**src/rtl/timer_prescaler_if.sv**
```systemverilog
// Control/status bundle between a timer controller and timer_prescaler.
// TIMER_PRESC_ONESHOT_EN adds the oneshot request line.
interface timer_prescaler_if #(
  parameter int unsigned DIV_W = 16
);
  logic             start;
  logic             stop;
  logic             pause;
  logic             div_load;
  logic [DIV_W-1:0] div_val;
  logic             div_ack;
  logic             tick;
  logic             running;
`ifdef TIMER_PRESC_ONESHOT_EN
  logic             oneshot;

  modport master (
    output start, stop, pause, div_load, div_val, oneshot,
    input  div_ack, tick, running
  );
  modport slave (
    input  start, stop, pause, div_load, div_val, oneshot,
    output div_ack, tick, running
  );
`else
  modport master (
    output start, stop, pause, div_load, div_val,
    input  div_ack, tick, running
  );
  modport slave (
    input  start, stop, pause, div_load, div_val,
    output div_ack, tick, running
  );
`endif
endinterface

```
**src/rtl/timer_prescaler.sv**
```systemverilog
// Programmable prescaler producing a 1-cycle tick every (div_reg+1) clocks.
// TIMER_PRESC_ONESHOT_EN enables single-tick mode selected by bus.oneshot at start.
module timer_prescaler #(
  parameter int unsigned DIV_W   = 16,
  parameter int unsigned DIV_RST = 999
) (
  input logic              clk,
  input logic              clr,
  timer_prescaler_if.slave bus
);
  typedef enum logic [1:0] {IDLE, RUN, HOLD} state_t;

  localparam logic [DIV_W-1:0] DIV_INIT = DIV_W'(DIV_RST);

  state_t           state, state_n;
  logic [DIV_W-1:0] cnt, cnt_n;
  logic [DIV_W-1:0] div_reg, div_n;
  logic [DIV_W-1:0] pend_val, pval_n;
  logic             pend, pend_n;
  logic             tick_q, tick_n;
  logic             ack_q, ack_n;
  logic             run_q;
  logic             pend_any;
  logic [DIV_W-1:0] pend_v;
  logic [DIV_W-1:0] reload;
  logic             os_exit;

`ifdef TIMER_PRESC_ONESHOT_EN
  logic os_q, os_n;
  // Leave RUN on the cycle after the single tick has been presented.
  assign os_exit = os_q & tick_q;
`else
  assign os_exit = 1'b0;
`endif

  assign bus.tick    = tick_q;
  assign bus.div_ack = ack_q;
  assign bus.running = run_q;

  always_ff @(posedge clk) begin
    if (clr) begin
      state    <= IDLE;
      cnt      <= DIV_INIT;
      div_reg  <= DIV_INIT;
      pend_val <= '0;
      pend     <= 1'b0;
      tick_q   <= 1'b0;
      ack_q    <= 1'b0;
      run_q    <= 1'b0;
`ifdef TIMER_PRESC_ONESHOT_EN
      os_q     <= 1'b0;
`endif
    end else begin
      state    <= state_n;
      cnt      <= cnt_n;
      div_reg  <= div_n;
      pend_val <= pval_n;
      pend     <= pend_n;
      tick_q   <= tick_n;
      ack_q    <= ack_n;
      run_q    <= (state_n != IDLE);
`ifdef TIMER_PRESC_ONESHOT_EN
      os_q     <= os_n;
`endif
    end
  end

  // A load arriving on the reload cycle itself takes effect immediately.
  always_comb begin
    state_n  = state;
    cnt_n    = cnt;
    div_n    = div_reg;
    pval_n   = pend_val;
    pend_n   = pend;
    tick_n   = 1'b0;
    ack_n    = 1'b0;
`ifdef TIMER_PRESC_ONESHOT_EN
    os_n     = os_q;
`endif
    pend_any = pend | bus.div_load;
    pend_v   = bus.div_load ? bus.div_val : pend_val;
    reload   = pend_any ? pend_v : div_reg;

    case (state)
      IDLE: begin
        if (bus.div_load) begin
          div_n = bus.div_val;
          cnt_n = bus.div_val;
          ack_n = 1'b1;
        end
        if (bus.start && !bus.stop) begin
          state_n = RUN;
          cnt_n   = bus.div_load ? bus.div_val : div_reg;
`ifdef TIMER_PRESC_ONESHOT_EN
          os_n    = bus.oneshot;
`endif
        end
      end
      RUN, HOLD: begin
        if (bus.stop || os_exit) begin
          state_n = IDLE;
          cnt_n   = reload;
          div_n   = reload;
          ack_n   = pend_any;
          pend_n  = 1'b0;
        end else begin
          if (bus.div_load) begin
            pend_n = 1'b1;
            pval_n = bus.div_val;
          end
          // HOLD with pause released behaves as a normal RUN step.
          if ((state == RUN) || !bus.pause) begin
            state_n = bus.pause ? HOLD : RUN;
            if (cnt == '0) begin
              tick_n = 1'b1;
              cnt_n  = reload;
              if (pend_any) begin
                div_n  = pend_v;
                ack_n  = 1'b1;
                pend_n = 1'b0;
              end
            end else if (!bus.pause) begin
              cnt_n = cnt - DIV_W'(1);
            end
          end
        end
      end
      default: state_n = IDLE;
    endcase
  end
endmodule

```
**src/flat_wrapper.sv**
```systemverilog
// flat-port wrapper written by rule: the top's interface ports become plain ports
module timer_prescaler_flat 
#(
  parameter int unsigned DIV_W   = 16,
  parameter int unsigned DIV_RST = 999
)
  (clk, clr, bus_start, bus_stop, bus_pause, bus_div_load, bus_div_val, bus_div_ack, bus_tick, bus_running);
  timer_prescaler_if #(.DIV_W(DIV_W)) bus_i ();
  input logic clk;
  input logic clr;
  input wire logic [$bits(bus_i.start)-1:0] bus_start;
  input wire logic [$bits(bus_i.stop)-1:0] bus_stop;
  input wire logic [$bits(bus_i.pause)-1:0] bus_pause;
  input wire logic [$bits(bus_i.div_load)-1:0] bus_div_load;
  input wire logic [$bits(bus_i.div_val)-1:0] bus_div_val;
  output wire logic [$bits(bus_i.div_ack)-1:0] bus_div_ack;
  output wire logic [$bits(bus_i.tick)-1:0] bus_tick;
  output wire logic [$bits(bus_i.running)-1:0] bus_running;
  assign bus_i.start = bus_start;
  assign bus_i.stop = bus_stop;
  assign bus_i.pause = bus_pause;
  assign bus_i.div_load = bus_div_load;
  assign bus_i.div_val = bus_div_val;
  assign bus_div_ack = bus_i.div_ack;
  assign bus_tick = bus_i.tick;
  assign bus_running = bus_i.running;
  timer_prescaler #(.DIV_W(DIV_W), .DIV_RST(DIV_RST)) u_core (.clk(clk), .clr(clr), .bus(bus_i));
endmodule
```
**config.mk**
```make
export PLATFORM = sky130hd
export DESIGN_NAME = timer_prescaler_flat
export DESIGN_NICKNAME = d
export VERILOG_FILES = /design/src/rtl/timer_prescaler_if.sv /design/src/rtl/timer_prescaler.sv /design/src/flat_wrapper.sv
export SDC_FILE = /design/constraint.sdc
export NUM_CORES = 1
export LEC_CHECK = 0
export CORE_MARGIN = 2
export CORE_UTILIZATION = 59
export CTS_CLUSTER_DIAMETER = 50
export DETAILED_ROUTE_END_ITERATION = 10
export GPL_ROUTABILITY_DRIVEN = 0
export PLACE_DENSITY = 0.8
export SYNTH_ARGS = -nofsm -noshare
export SYNTH_HDL_FRONTEND = slang
export SYNTH_SLANG_ARGS = --single-unit
```
**constraint.sdc**
```tcl
create_clock -name clk -period 2.21 [get_ports clk]
set_input_delay 0.663 -clock clk [delete_from_list [all_inputs] [get_ports clk]]
set_output_delay 0.663 -clock clk [all_outputs]
set_load 0.005 [all_outputs]
```
# Word level (Yosys, flattened, before mapping)
# Cells that the tools add are included.
totals:
  elab_cells: 63
  regBits: 54
  in_bits: 22
classes:
  add_sub_neg: 1
  n_reduce_logical: 13
  eq_ne: 6
  mux: 31
  bitwise_logic: 4
op_table:
  columns: ["cell", "count"]
  rows:
  - ["$mux 16", 12]
  - ["$pmux 16 s2", 2]
  - ["$logic_not 16->1", 1]
  - ["$sub 16x1->16 const B", 1]
  - ["$mux 1", 11]
  - ["$ne 3x2->1 const B", 3]
  - ["$mux 2", 4]
  - ["$ne 4x3->1 const B", 1]
  - ["$pmux 2 s2", 1]
  - ["$reduce_and 4->1", 1]
  - ["$reduce_bool 2->1", 2]
  - ["$reduce_or 4->1", 1]
  - ["$not 1->1", 3]
  - ["$reduce_and 3->1", 1]
  - ["$eq 2x1->1 const B", 1]
  - ["$eq 2x2->1 const B", 1]
  - ["$logic_not 1->1", 2]
  - ["$logic_not 2->1", 1]
  - ["$pmux 1 s2", 1]
  - ["$reduce_and 2->1", 1]
  - ["$reduce_or 2->1", 1]
  - ["$logic_and 1x1->1", 1]
  - ["$logic_or 1x1->1", 1]
  - ["$or 1x1->1", 1]

# Longest topological paths before layout
logic_depth:
  depth_word: 6
  depth_mapped: 9
  mapped_depth_nobuf: 7

# Least setup slack after synthesis
# OpenSTA, ideal clock, no wires.
synth_path:
  kind: "flip-flop to flip-flop"
  start: "register u_core.state[0]"
  end: "register u_core.cnt[4]"
  stages_incl_launch_ff: 9
  n_path_buf: 2
  required_time_ns: 2.093
  t_arrival_ns: 1.899
  setup_slack_ns: 0.194
  setup_ns: 0.117
  cell_sequence: "dfxtp_1 > inv_1 > ha_1 > clkbuf_1 > nor4bb_1 > a311oi_2 > o21ai_2 > buf_2 > a32o_1"
synth_between:
  elab_chain_cells: 4
  elab_cells_between_ends: 11
  classes_between: "5 x eq/ne; 1 x mux; 5 x reduce/logical"
synth_rtl:
  columns: ["element", "line", "source"]
  rows:
  - ["start: declaration", "timer_prescaler.sv:15", "state_t state, state_n;"]
  - ["start signal: assignment", "timer_prescaler.sv:54", "state <= state_n;"]
  - ["$eq 2x2->1 / $eq 2x1->1 (equally long branches)", "timer_prescaler.sv:84, timer_prescaler.sv:112", null]
  - ["$reduce_or 2->1 / $logic_or 1x1->1 (equally long branches)", "timer_prescaler.sv:84, timer_prescaler.sv:112", null]
  - ["$ne 4x3->1 (no line), or another cell as far along", null, null]
  - ["$reduce_and 4->1 (no line)", null, null]
  - ["end signal: assignment", "timer_prescaler.sv:55", "cnt <= cnt_n;"]
  - ["end: declaration", "timer_prescaler.sv:16", "logic [DIV_W-1:0] cnt, cnt_n;"]
# Parallel ways exist; a longest one is shown, timed or not.
# A chain may end at the register's enable or synchronous reset.

# Worst setup path after layout
layout_path:
  start: "register u_core.state[1]"
  end: "register u_core.cnt[11]"
# Same word-level chain as after synthesis.

==> results.ini <==
[run_status]
status=complete, no violations

[setup_path]
crit_slowest_cell=dfxtp_1
critPathKind=reg -> reg
cp-start-kind=register
r2r_cells=9
r2r-end=u_core.cnt[11]
end_kind=register
rrSetupSlack_ps=120
crit_end=u_core.cnt[11]
critPathRequiredTime_ps=2420
rr_startpoint=u_core.state[1]
critPathMaxFanout=5
slowest_delay_ps=390
cp_common_cell=buf_4
worstPathArrival_ps=2290
crit_chain=inv_1, ha_2, nor4bb_4, a311oi_2, buf_4, buf_4, o21ai_0, a311oi_1, nor3_1
cp-startpoint=u_core.state[1]

[global_route]
grt_usage=0.325
antenna_found_initial=0
grt_pass1_vias=3488
overflow=0
grt_max_degree=41
grt_pass1_wl_mm=16.5

[pwr]
p_leak_uw=0.00167
peakVddDrop_mv=0.381
power.density_nw_per_um2=599

[final_layout]
nFillCells=430
final_cells=568
fin_nets=519
final_util=0.737
antenna_cells=0
area_growth_pct=21.9
drive_gt1_frac=0.213

[timing]
min_period_ps=2090
fin_skew_ps=6.29
max_clock_freq_ghz=0.479
tightest_slew_ps=563
setup-violations-final=0
drv_slew=0
finalCritPeriodShare=0.945
max-slew-margin-rel=0.622
hold_viol_final=0
fin_hold_ws_ps=460

[yosys]
synthCells=438
yosys.area.top_type=dfxtp_1
syn_avg_cell_area_um2=8.07
syn_nets=465
async_flop_share=0
synth_compound_area_frac=0.246
netlist.area_leader.share=0.306
synth_top_family_by_area=compound AO/OA/AOI/OAI gates
synthMuxAreaShare=0.117
synth_cell_types=54
synth_area_leaders=dfxtp_1 31%, nand2_1 9.0%, mux2_2 6.1%
synthAdderAreaFrac=0.0177
synthTopCellsByCount=85 x nand2_1, 54 x dfxtp_1, 42 x a21oi_1
synthSimpleGateAreaFrac=0.229
yosys.area_share.xor_xnor=0.0322
ys.flop_type=dfxtp_1
yosysSeqAreaShare=0.306
synthesis.area_um2=3530
synth_most_common_cell=nand2_1
yosysWarnings=0
synth_seq_cells=54
synth_enable_flop_cells=0

[clock_network]
htreeDepth=2
cts_buffers=5
postCtsSetupBuffers=0
cts_tree=yes
clk_pin_slew_ps=100
cts_sinks=54
ctsRootBufferMaster=clkbuf_8
clk_latency_ps=320
clk_path_buf_depth=2

[hold_path]
hp-class=reg -> reg

[drt]
detail_route.vias_per_cell=6.40
drt_wl_total_mm=10.4
remaining_drc_errors=0
dr.pass1.iters=6
wl_per_cell_um=18.2
antenna_left=0
drtIter0Drc=393
num_vias=3638

[floorplanning]
rows=28
chipHeight_um=81.4
coreArea_um2=5850
ios=25
initial_utilization=0.604
die-area_um2=6630
fp.dieW_um=81.4

[place]
port_buffers=24
hpwl_mm=7.25
dp_cells=560

[flow_run]
cap_violations=0

==> worst max-delay path, delay by kind of cell, from the launching register on <==
kind                       cells  cell delay, ps
DFF                            1             390
buffers and inverters          3             390
and+or+nand+nor                2             280
adders and majority gates      1             320
AOI/OAI and AO/OA              3             600
==> report_power, final <==
| group | internal, uW | switching [uW] | total (uW) | leakage [uW] |
|---|---|---|---|---|
| combinational | 348 | 377 | 725 | 0.00117 |
| sequential | 1060 | 112 | 1170 | 0.000445 |
| clock | 339 | 348 | 687 | 0.0000514 |
| total | 1740 | 837 | 2580 | 0.00167 |
==> cell families after synthesis <==
family          count (synthesis)
simple gates                  158
compound gates                131
flops                          54
mux                            39
buf+inv                        38
xor+xnor                       13
fa+ha+maj                       5
==> stage by stage <==
stage	worst slack, ps	total power, uW	area, um^2	setup TNS, ps
after global placement	-382	1850	4150	-9380
after global routing	-0.834	2680	4310	-0.834
after detailed placement	-468	1880	4150	-11390
after floorplan	194	1610	3530	0
final	122	2580	4310	0
after CTS	10.5	2550	4270	0
==> layout by cell type (no fill, tap or decap), drive strengths merged, types with 2 or more instances in the layout <==
master | netlist | final
a21oi | 42 | 42
xnor2 | 4 | 4
ha | 5 | 5
o21ai | 34 | 34
and2 | 3 | 3
clkdlybuf4s50 | 0 | 21
xor2 | 9 | 9
nor4bb | 2 | 2
o32a | 2 | 2
a221oi | 2 | 2
clkbuf | 16 | 6
nor3b | 2 | 2
nor4 | 5 | 5
nand4 | 4 | 4
inv | 9 | 9
a211oi | 14 | 14
mux2 | 19 | 19
nor2 | 17 | 17
a22o | 4 | 4
a311oi | 5 | 5
and3 | 2 | 2
o211ai | 17 | 17
buf | 13 | 52
mux2i | 20 | 20
nand3 | 13 | 13
nand2b | 10 | 10
dfxtp | 54 | 54
dlymetal6s2s | 0 | 2
nand2 | 85 | 85
nor3 | 9 | 9
==> metal layers <==
metal  part of all wire  up-vias  global-route usage
met4              0.028        0               0.129
met5                  0        -                   0
met3              0.068       34              0.0444
li1                   -     1693                   -
met2               0.49      173               0.557
met1               0.42     1738               0.409
==> worst min-delay path by stage <==
stage / start / depth (start not counted) / slack, ps / end
global placement: u_core.pend_val[2] / 2 / 440 / u_core.pend_val[2]
finish: u_core.pend_val[6] / 2 / 460 / u_core.pend_val[6]
floorplan: u_core.pend_val[0] / 2 / 430 / u_core.pend_val[0]
detailed placement: u_core.pend_val[2] / 2 / 450 / u_core.pend_val[2]
CTS: u_core.pend_val[2] / 2 / 460 / u_core.pend_val[2]
global route: u_core.pend_val[2] / 2 / 480 / u_core.pend_val[2]
==> layout make-up <==
type | count | area (um^2) | area share
clock inverters | 2 | 37.5 | 0.00871
inverters | 9 | 33.8 | 0.00784
well taps | 75 | 93.8 | 0.0218
multi-input cells | 346 | 2320 | 0.538
clock buffers | 6 | 72.6 | 0.0168
repair buffers | 76 | 672 | 0.156
flip-flops and latches | 54 | 1080 | 0.251
==> timing repair <==
item                                    CTS  global route
pin swaps                                 1             3
endpoints found under the setup margin   15            30
resized for setup                         4            10
hold buffers                              0             0
Power figures use the tool's default switching activity.
